File: src/rtl/crc_receiver.sv
// CRC receiver: recomputes an MSB-first CRC over the payload of each accepted
// codeword, STEP bits per cycle, and reports pass/fail plus frame/error counters.
module crc_receiver #(
   parameter int                BW     = 40,
   parameter int                CRC_BW = 8,
   parameter logic [CRC_BW-1:0] POLY   = 8'h07,
   parameter int                STEP   = 8,
   parameter int                CNT_W  = 16
) (
   input  logic                 clk,
   input  logic                 rstn,
   input  logic [BW+CRC_BW-1:0] in_codeword,
   input  logic                 in_valid,
   output logic                 in_ready,
   output logic [BW-1:0]        out_payload,
   output logic                 out_crc_err,
   output logic                 out_valid,
   input  logic                 out_ready,
   output logic [CNT_W-1:0]     frame_cnt,
   output logic [CNT_W-1:0]     err_cnt
);

   localparam int NSTEP = BW / STEP;
   localparam int SCW   = (NSTEP > 1) ? $clog2(NSTEP) : 1;

   typedef enum logic [1:0] {IDLE, CALC, DONE} state_t;

   state_t              state, state_next;
   logic [BW-1:0]       payload_q;
   logic [BW-1:0]       data_q;
   logic [CRC_BW-1:0]   rx_crc_q;
   logic [CRC_BW-1:0]   crc_q;
   logic [CRC_BW-1:0]   crc_next;
   logic [SCW-1:0]      step_q;
   logic                last_step;
   logic                accept;
   logic                out_hs;

   assign in_ready  = (state == IDLE) || ((state == DONE) && out_ready);
   assign out_valid = (state == DONE);
   assign accept    = in_valid && in_ready;
   assign out_hs    = out_valid && out_ready;
   assign last_step = (step_q == SCW'(NSTEP - 1));

   // One LFSR step per payload bit; data_q is consumed from its MSB end.
   always_comb begin
      crc_next = crc_q;
      for (int i = 0; i < STEP; i++) begin
         crc_next = {crc_next[CRC_BW-2:0], 1'b0}
                  ^ ({CRC_BW{crc_next[CRC_BW-1] ^ data_q[BW-1-i]}} & POLY);
      end
   end

   // NOTE: every path assigns state_next first so no latch is inferred.
   always_comb begin
      state_next = state;
      case (state)
         IDLE:    if (in_valid) state_next = CALC;
         CALC:    if (last_step) state_next = DONE;
         DONE:    if (out_ready) state_next = in_valid ? CALC : IDLE;
         default: state_next = IDLE;
      endcase
   end

   // NOTE: sequential state uses non-blocking assignments only.
   always_ff @(posedge clk or negedge rstn) begin
      if (!rstn) state <= IDLE;
      else       state <= state_next;
   end

   always_ff @(posedge clk or negedge rstn) begin
      if (!rstn) begin
         payload_q   <= '0;
         data_q      <= '0;
         rx_crc_q    <= '0;
         crc_q       <= '0;
         step_q      <= '0;
         out_payload <= '0;
         out_crc_err <= 1'b0;
      end else if (accept) begin
         payload_q <= in_codeword[BW+CRC_BW-1:CRC_BW];
         data_q    <= in_codeword[BW+CRC_BW-1:CRC_BW];
         rx_crc_q  <= in_codeword[CRC_BW-1:0];
         crc_q     <= '0;
         step_q    <= '0;
      end else if (state == CALC) begin
         data_q <= data_q << STEP;
         crc_q  <= crc_next;
         step_q <= step_q + 1'b1;
         if (last_step) begin
            out_payload <= payload_q;
            out_crc_err <= (crc_next != rx_crc_q);
         end
      end
   end

   always_ff @(posedge clk or negedge rstn) begin
      if (!rstn) begin
         frame_cnt <= '0;
         err_cnt   <= '0;
      end else if (out_hs) begin
         frame_cnt <= frame_cnt + 1'b1;
         if (out_crc_err && (err_cnt != '1)) err_cnt <= err_cnt + 1'b1;
      end
   end

endmodule

File: config.mk
export PLATFORM = sky130hd
export DESIGN_NAME = crc_receiver
export DESIGN_NICKNAME = d
export VERILOG_FILES = /design/src/rtl/crc_receiver.sv
export SDC_FILE = /design/constraint.sdc
export NUM_CORES = 1
export LEC_CHECK = 0
export CAP_MARGIN = 10
export CORE_ASPECT_RATIO = 1.4
export CORE_MARGIN = 2
export CORE_UTILIZATION = 57
export DETAILED_ROUTE_END_ITERATION = 7
export PLACE_DENSITY = 0.95
export SETUP_SLACK_MARGIN = 0.3
export SLEW_MARGIN = 10
export SYNTH_ARGS = -nofsm -noshare
export SYNTH_HDL_FRONTEND = slang
export SYNTH_SLANG_ARGS = --single-unit
File: constraint.sdc
create_clock -name clk -period 3.42 [get_ports clk]
set_clock_uncertainty 0.15 [all_clocks]
set_input_delay 1.026 -clock clk [delete_from_list [all_inputs] [get_ports clk]]
set_output_delay 1.026 -clock clk [all_outputs]
set_load 0.01 [all_outputs]
# Yosys cells after proc, flatten, opt, wreduce, memory -nomap -nowiden
# Index checks and enable logic that the tools add are counted.
word_totals:
  elab_cells: 58
  in_bits: 52
  register_bits: 174
  out_inout_bits: 75
classes:
  n_reduce_logical: 9
  eq_ne: 8
  n_addsub: 3
  n_bitwise: 17
  muxes: 11
op_table:
  columns: ["operator", "count"]
  rows:
  - ["$mux 40", 2]
  - ["$xor 8x3->8", 8]
  - ["$add 16x1->16 const B", 2]
  - ["$mux 8", 2]
  - ["$ne 16x16->1 const B", 1]
  - ["$ne 8x8->1", 1]
  - ["$xor 1x1->1", 8]
  - ["$mux 2", 3]
  - ["$mux 3", 2]
  - ["$pmux 2 s3", 1]
  - ["$reduce_and 3->1", 2]
  - ["$ne 2x2->1 const B", 2]
  - ["$add 3x1->3 const B", 1]
  - ["$eq 3x3->1 const B", 1]
  - ["$logic_and 1x1->1", 3]
  - ["$eq 2x1->1 const B", 1]
  - ["$eq 2x2->1 const B", 1]
  - ["$logic_not 2->1", 1]
  - ["$ne 2x1->1 const B", 1]
  - ["$reduce_and 2->1", 1]
  - ["$reduce_bool 2->1", 1]
  - ["$logic_or 1x1->1", 1]
  - ["$mux 1", 1]
  - ["$not 1->1", 1]

# Depth between registers and ports, before layout
depth:
  depth_word: 18
  mapped_depth: 8
  ltp_nobuf: 6

# Worst setup path before layout
# No wires, ideal clock.
synth_path:
  kind: "input to output"
  startpoint: "in out_ready"
  endpoint: "out in_ready"
  slack_ns: 0.920
  n_path_buf: 0
  cell_stages: 2
  arrival_time_ns: 1.324
  required_ns: 2.244
  cell_sequence: "inv_1 > a21oi_1"
synth_via:
  elab_chain_cells: 2
synth_lines:
  columns: ["element", "line", "source"]
  rows:
  - ["start: declaration", "18", "input logic out_ready,"]
  - ["$logic_and 1x1->1", "39", "assign in_ready = (state == IDLE) || ((state == DONE) && out_ready);"]
  - ["$logic_or 1x1->1", "39", null]
  - ["end: declaration", "14", "output logic in_ready,"]
# No other way between the ends.

# Worst setup path after layout
layout_path:
  startpoint: "in out_ready"
  endpoint: "reg crc_q[7]"
layout_via:
  elab_chain_cells: 4
  word_cells_on_any_way: 5
  cone_classes: "1 x mux; 4 x reduce/logical"
layout_lines:
  columns: ["element", "line", "source"]
  rows:
  - ["$logic_and 1x1->1 (*)", "39", null]
  - ["$logic_or 1x1->1 (*)", "39", null]
  - ["$logic_and 1x1->1 (*)", "41", "assign accept = in_valid && in_ready;"]
  - ["$mux 8 or $reduce_bool 2->1 (tied branches)", null, null]
  - ["end signal: assignment", "88", "crc_q <= crc_next;"]
  - ["end: declaration", "32", "logic [CRC_BW-1:0] crc_q;"]
# Mark *: on every way between the ends. The rest lies on a longest branch, timed or not.
# A chain may end at the register's enable or synchronous reset.

==> metrics.txt <==
result of the run finished, final reports clean; summed negative setup slack over all endpoints 0 ns; clock slew at the register clock pins of the worst setup and hold paths 0.07 ns; worst-case hold slack 0.326 ns; post-route fraction of the period consumed by the critical path 89.0%; port bufs 126; GRT overflow 0; post-cts repair resize count 5; ratio of cells with drive above 1 in the final layout 13.3%; top area cells in the synthesized netlist dfrtp_1 (60%), nand2_1 (12%), mux2_2 (6.4%); peak supply drop 0.551 mV; TritonCTS Sinks 174; top cell type by total area after synthesis dfrtp_1; Die Area 13600 um2; placeable core area 12300 um2; Max transition margin 36.3%; largest net degree at the start of global routing 68; number of post-CTS setup repair buffers 0; crit-path max FO 43; clock root cell clkbuf_16; end of the worst register-to-register path crc_q[7]; CTS max path bufs 2; average detailed-routed wire length per instance 17.2 um; power density of the placed cells 940 nW/um2; Skew-Pair Late Insertion Delay 0.42 ns; top-count cell post-synth nand2_1; logic depth of the worst register-to-register path 6; number of nets still failing antenna checks after routing 0; initial core utilization 58.5%; global-route wire length before repair 26900 um; Vias per Instance 5.52; post-route design area 9290 um2; Period minus WS final 3.04 ns; critical path startpoint category input port; TritonCTS clock tree done; WP data required 3.57 ns; Die Y 137 um; post-layout net count 857; final cell count without fillers 964; CTS Buf Count 17; estimated wirelength of the detail-placed design 11000 um; remaining routing DRC violations 0; overall power of the completed layout 8.73 mW; WL final 16500 um; total setup violations reported at the end of the flow 0; Syn Inst Count 670; number of H-tree branching levels 4; antenna diode count 0; instance count along the most critical hold path 2; number of hold buffers added after CTS 0; Critical Path Source out_ready; width of the die 99.0 um; placer congestion estimate 0.798; number of storage elements in the synthesis netlist 174; top achievable clock speed 328 MHz; slew at the pin with the worst max-slew slack 0.954 ns; placed cell count 932; count of filler cells inserted in the layout 765; total routing resource utilization after global routing 25.5%; reg-to-reg slack, setup 1.00 ns; top cell type's share of synthesized area 60.4%; post-synthesis instance area 7200 um2; number of hold violations in the final report 0; Critical Path End Type register; leakage component of the power 4.52 nW; row cnt 48; Post-Place Cell Area 8690 um2; WS Path Type in -> reg; ranking of synthesized cells by instance count nand2_1 (237), dfrtp_1 (174), nand3_1 (45); number of ports placed on the die boundary 127; number of distinct library cells after synthesis 37; synthesis warning total 0; most frequently used flop master after synthesis dfrtp_1; initial antenna violation count 0; ys async rst share 100%; CP Data Arrival Time 3.20 ns; detailed-route via count 5320; HP Class reg -> reg; violation count after the first detailed-routing iteration 289; nets in the synthesized netlist 726; Final Max Slew Viols 0; count of max-cap constraint violations 0; setup repair after global routing missed its margin false; worst setup path endpoint crc_q[7]; post-synthesis area per instance 10.8 um2; source of the worst register-to-register timing path state[1]; number of synthesized flops with an enable pin 0; Detailed Routing Iterations Pass 1 4; area added between synthesis and finish 28.9%; sequential-to-total area share from yosys stat 60.4%; vias in the first global route 5543
[sequential cells by signal, indices dropped and copies added (netlist names)]
| signal | count |
|---|---|
| crc_q | 8 |
| data_q | 40 |
| err_cnt | 16 |
| frame_cnt | 16 |
| out_crc_err | 1 |
| out_payload | 40 |
| payload_q | 40 |
| rx_crc_q | 8 |
| state | 2 |
| step_q | 3 |
[cell type report]
type,count,area (um2),share of cell area (%)
Sequential cell,174,4350,46.9
Multi-Input combinational cell,462,2730,29.4
Timing Repair Buffer,139,1390,15.0
Clock buffer,22,494,5.32
Tap cell,150,188,2.02
Clock inverter,10,101,1.09
Inverter,7,26.3,0.283
[layout by cell type, fill, tap and decap left out, types with 3 or more instances in the layout]
cell,n
nor3_1,5
nand4_1,5
xor2_1,19
nor2_1,15
mux2_2,41
clkbuf_8,5
clkinvlp_4,3
inv_1,7
and3_1,4
inv_6,3
nand3_1,44
xnor2_2,5
xnor2_1,30
buf_12,3
buf_4,10
nand2_1,236
clkdlybuf4s50_1,124
dfrtp_1,174
ha_1,4
clkbuf_16,17
a21oi_1,3
a22o_1,8
o21ai_0,13
xor2_2,3
[layer usage]
layer / GRT usage, % / up-vias / share of wire [%]
met5: 0 / - / 0
met4: 13.4 / 0 / 4.4
met3: 5.21 / 57 / 3.8
met2: 45.0 / 163 / 55
met1: 29.1 / 2659 / 37
li1: - / 2441 / -
[logic make-up after synthesis]
logic type | synth area share (%)
and+or+nand+nor | 19.1
DFF | 60.4
xor gates and xnor gates | 8.39
muxes | 6.55
buffers and inverters | 1.98
AOI/OAI and AO/OA | 2.85
adders and majority gates | 0.695
[worst min path at each step]
stage / from / endpoint
2_1_floorplan: payload_q[0] / payload_q[0]
3_3_place_gp: payload_q[15] / payload_q[15]
3_5_place_dp: payload_q[15] / payload_q[15]
4_1_cts: payload_q[15] / payload_q[15]
5_1_grt: payload_q[38] / payload_q[38]
6_report: payload_q[7] / payload_q[7]
[per-stage QoR]
stage / utilization (%) / setup slack [ns]
floorplan: - / 0.920
global placement: 70.6 / -0.0349
detailed placement: 70.6 / -0.0532
CTS: 75.4 / 0.390
global route: 75.4 / 0.305
finish: 75.4 / 0.375
[power by group]
part	internal [mW]	leakage [nW]	total, mW	switching (mW)
clock network	1.11	0.286	1.92	0.808
logic	1.62	2.01	3.43	1.81
registers	2.85	2.23	3.38	0.530
[critical path, stage by stage]
cell	delay [ns]
clkdlybuf4s50_1	0.42
inv_1	0.08
a21oi_2	0.06
buf_4	0.15
and2_2	0.21
nor2_4	0.74
o21ai_0	0.30
o21ai_0	0.20
Note: power is estimated with default switching activity, not from simulation.
==> RTL edit (config.mk and constraints unchanged) <==
Encoding of `state_t`: now one-hot (3 bits for 3 states).
--- a/src/rtl/crc_receiver.sv
+++ b/src/rtl/crc_receiver.sv
@@ -23,7 +23,7 @@
    localparam int NSTEP = BW / STEP;
    localparam int SCW   = (NSTEP > 1) ? $clog2(NSTEP) : 1;
 
-   typedef enum logic [1:0] {IDLE, CALC, DONE} state_t;
+   typedef enum logic [2:0] {IDLE = 3'b001, CALC = 3'b010, DONE = 3'b100} state_t;
 
    state_t              state, state_next;
    logic [BW-1:0]       payload_q;
Formal check against the unedited RTL: same outputs for any inputs over 4 cycles, from zero or initial values and one cycle with rstn low; so few cycles prove little.
==> RTL edit against the unedited design <==
- combinational power fell by 19%
- synthesized area rose by 3.5%
- wire length rose by 1.2%
- critical path type is now reg2out
- total power fell by 9.2%
- setup slack improved by 0.088 ns
- critical path depth fell by 6
- final area rose by 2.9%
- sequential cell count rose by 1
- clock power rose by 3%
- non-clock buffer count fell by 2
==> RTL edit: results (changes against the unedited design) <==
| Metric | Value |
|---|---|
| Number of distinct library cells after synthesis | 53 (was 37) |
| Leakage power total | 4.602 nW (was 4.522 nW) |
| Sequential cell area fraction in the yosys report | 0.5876 (was 0.6044) |
| Launch point of the critical path | state[1] (was out_ready) |
| Result of the run | completed (unchanged) |
| DP Wirelength | 11.32 mm (was 10.97 mm) |
| Clock network fraction of design power | 0.249 (was 0.219) |
| Warnings, synthesis | 0 (unchanged) |
| Arrival time of the worst setup path | 1.78 ns (was 3.20 ns) |
| Met3 wire len | 773 µm (was 630 µm) |
| Hold-critical path endpoint | payload_q[35] (was payload_q[7]) |
| End point of the critical path | out_valid (was crc_q[7]) |
| Iteration-0 DRC count of the detailed router | 403 (was 289) |
| Instance area after placement | 8935 µm² (was 8695 µm²) |
| Met1 routing resource usage after global routing | 0.2928 (was 0.2911) |
| IR drop worst, VDD | 0.4614 mV (was 0.5507 mV) |
| Grt met3 use | 0.05726 (was 0.05209) |
| Final weighted congestion in routability-driven placement | 0.8244 (was 0.7979) |
| Ratio of cells with drive above 1 in the final layout | 0.1279 (was 0.1327) |
| Clock buffers created by TritonCTS | 17 (unchanged) |
| Met2 wire len | 9.074 mm (was 9.042 mm) |
| R2r startpoint | state[0] (was state[1]) |
| Worst R2R Setup Slack | 0.92 ns (was 1.00 ns) |
| Met1 layer wirelength in the final routing | 6.402 mm (was 6.147 mm) |
| Pin count of the biggest net entering global routing | 66 (was 68) |
| Max H-tree Level | 4 (unchanged) |
| Startpoint of the most critical hold path | payload_q[35] (was payload_q[7]) |
| Met2 Track Usage GR | 0.4516 (was 0.4505) |
| NumNets Final | 872 (was 857) |
| Sequential power share | 0.401 (was 0.387) |
| Highest fanout seen on the critical path | 8 (was 43) |
| Switch share | 0.3593 (was 0.3606) |
| Count of fill cells added during filler insertion | 803 (was 765) |
| Seq pwr | 3.18 mW (was 3.38 mW) |
| DR pass1 iterations | 5 (was 4) |
| Post-Syn Nets | 743 (was 726) |
| GR Util All Layers | 0.2553 (was 0.2551) |
| Total via count after detailed routing | 5389 (was 5320) |
| Async SR Flop Fraction | 1.000 (unchanged) |
| Most frequent cells after synthesis | sky130_fd_sc_hd__nand2_1, sky130_fd_sc_hd__dfrtp_1, sky130_fd_sc_hd__nand3_1, sky130_fd_sc_hd__mux2_2, sky130_fd_sc_hd__xnor2_1 (unchanged) |
| FF-to-FF path depth | 7 (was 6) |
| Core ar. | 12810 µm² (was 12310 µm²) |
| Normalized max-slew margin | 0.3008 (was 0.3626) |
| Biggest area contributors in the synthesized netlist | sky130_fd_sc_hd__dfrtp_1, sky130_fd_sc_hd__nand2_1, sky130_fd_sc_hd__mux2_2, sky130_fd_sc_hd__xnor2_1, sky130_fd_sc_hd__nand3_1 (unchanged) |
| Endpoint of the worst register-to-register path | data_q[37] (was crc_q[7]) |
| Vias in the first global route | 5690 (was 5543) |
| Total routed wirelength | 16.75 mm (was 16.55 mm) |
| Hold Path Class | reg2reg (unchanged) |
| Max clock buf depth | 2 (unchanged) |
| Wire length of the first global-routing pass | 27.79 mm (was 26.92 mm) |
==> RTL edit: cell types whose count changed after synthesis, moves of 4 or more <==
cell / delta
sky130_fd_sc_hd__buf_4: +5
sky130_fd_sc_hd__clkbuf_1: +4
sky130_fd_sc_hd__buf_2: -10
sky130_fd_sc_hd__o21ai_0: -5
sky130_fd_sc_hd__nand4_1: +6
==> RTL edit: logic make-up after synthesis <==
logic type,count (synthesis),share of synthesized area
compound gates,39,0.04012
xor+xnor,59,0.08929
fa+ha+maj,4,0.006714
buf+inv,37,0.02148
flops,175,0.5876
mux,44,0.06613
simple gates,329,0.1887
==> RTL edit: final cells by class <==
cell class	instances	area share
Tap cell	153	0.02003
Clock inverter	15	0.01964
Multi-Input combinational cell	475	0.3078
Timing Repair Buffer	137	0.1457
Clock buffer	17	0.04451
Inverter	10	0.003928
Sequential cell	175	0.4584
==> RTL edit: worst max-delay path: stages, from the launching register on <==
cell	delay, ns
sky130_fd_sc_hd__dfrtp_1	0.48
sky130_fd_sc_hd__nor3b_1	0.29
sky130_fd_sc_hd__clkdlybuf4s50_1	0.58
==> RTL edit: metrics by stage <==
stage,setup WS [ns],util,TNS [ns],hold WS (ns),instances
CTS,0.3026,0.7450,0,0.3259,981
global route,0.3943,0.7458,0,0.3488,982
detailed placement,-0.1499,0.6973,-0.1499,0.3080,949
finish,0.4626,0.7458,0,0.3217,982
global placement,-0.1100,0.6973,-0.1100,0.3019,949
floorplan,0.8428,-,0,0.2901,687
==> RTL edit: what timing repair did <==
action                                  4_1_cts  5_1_grt
endpoints found under the setup margin        1        1
gates resized for setup                       5        1
setup buffers                                 0        1
hold buffers                                  0        0
pin swaps                                     1        1
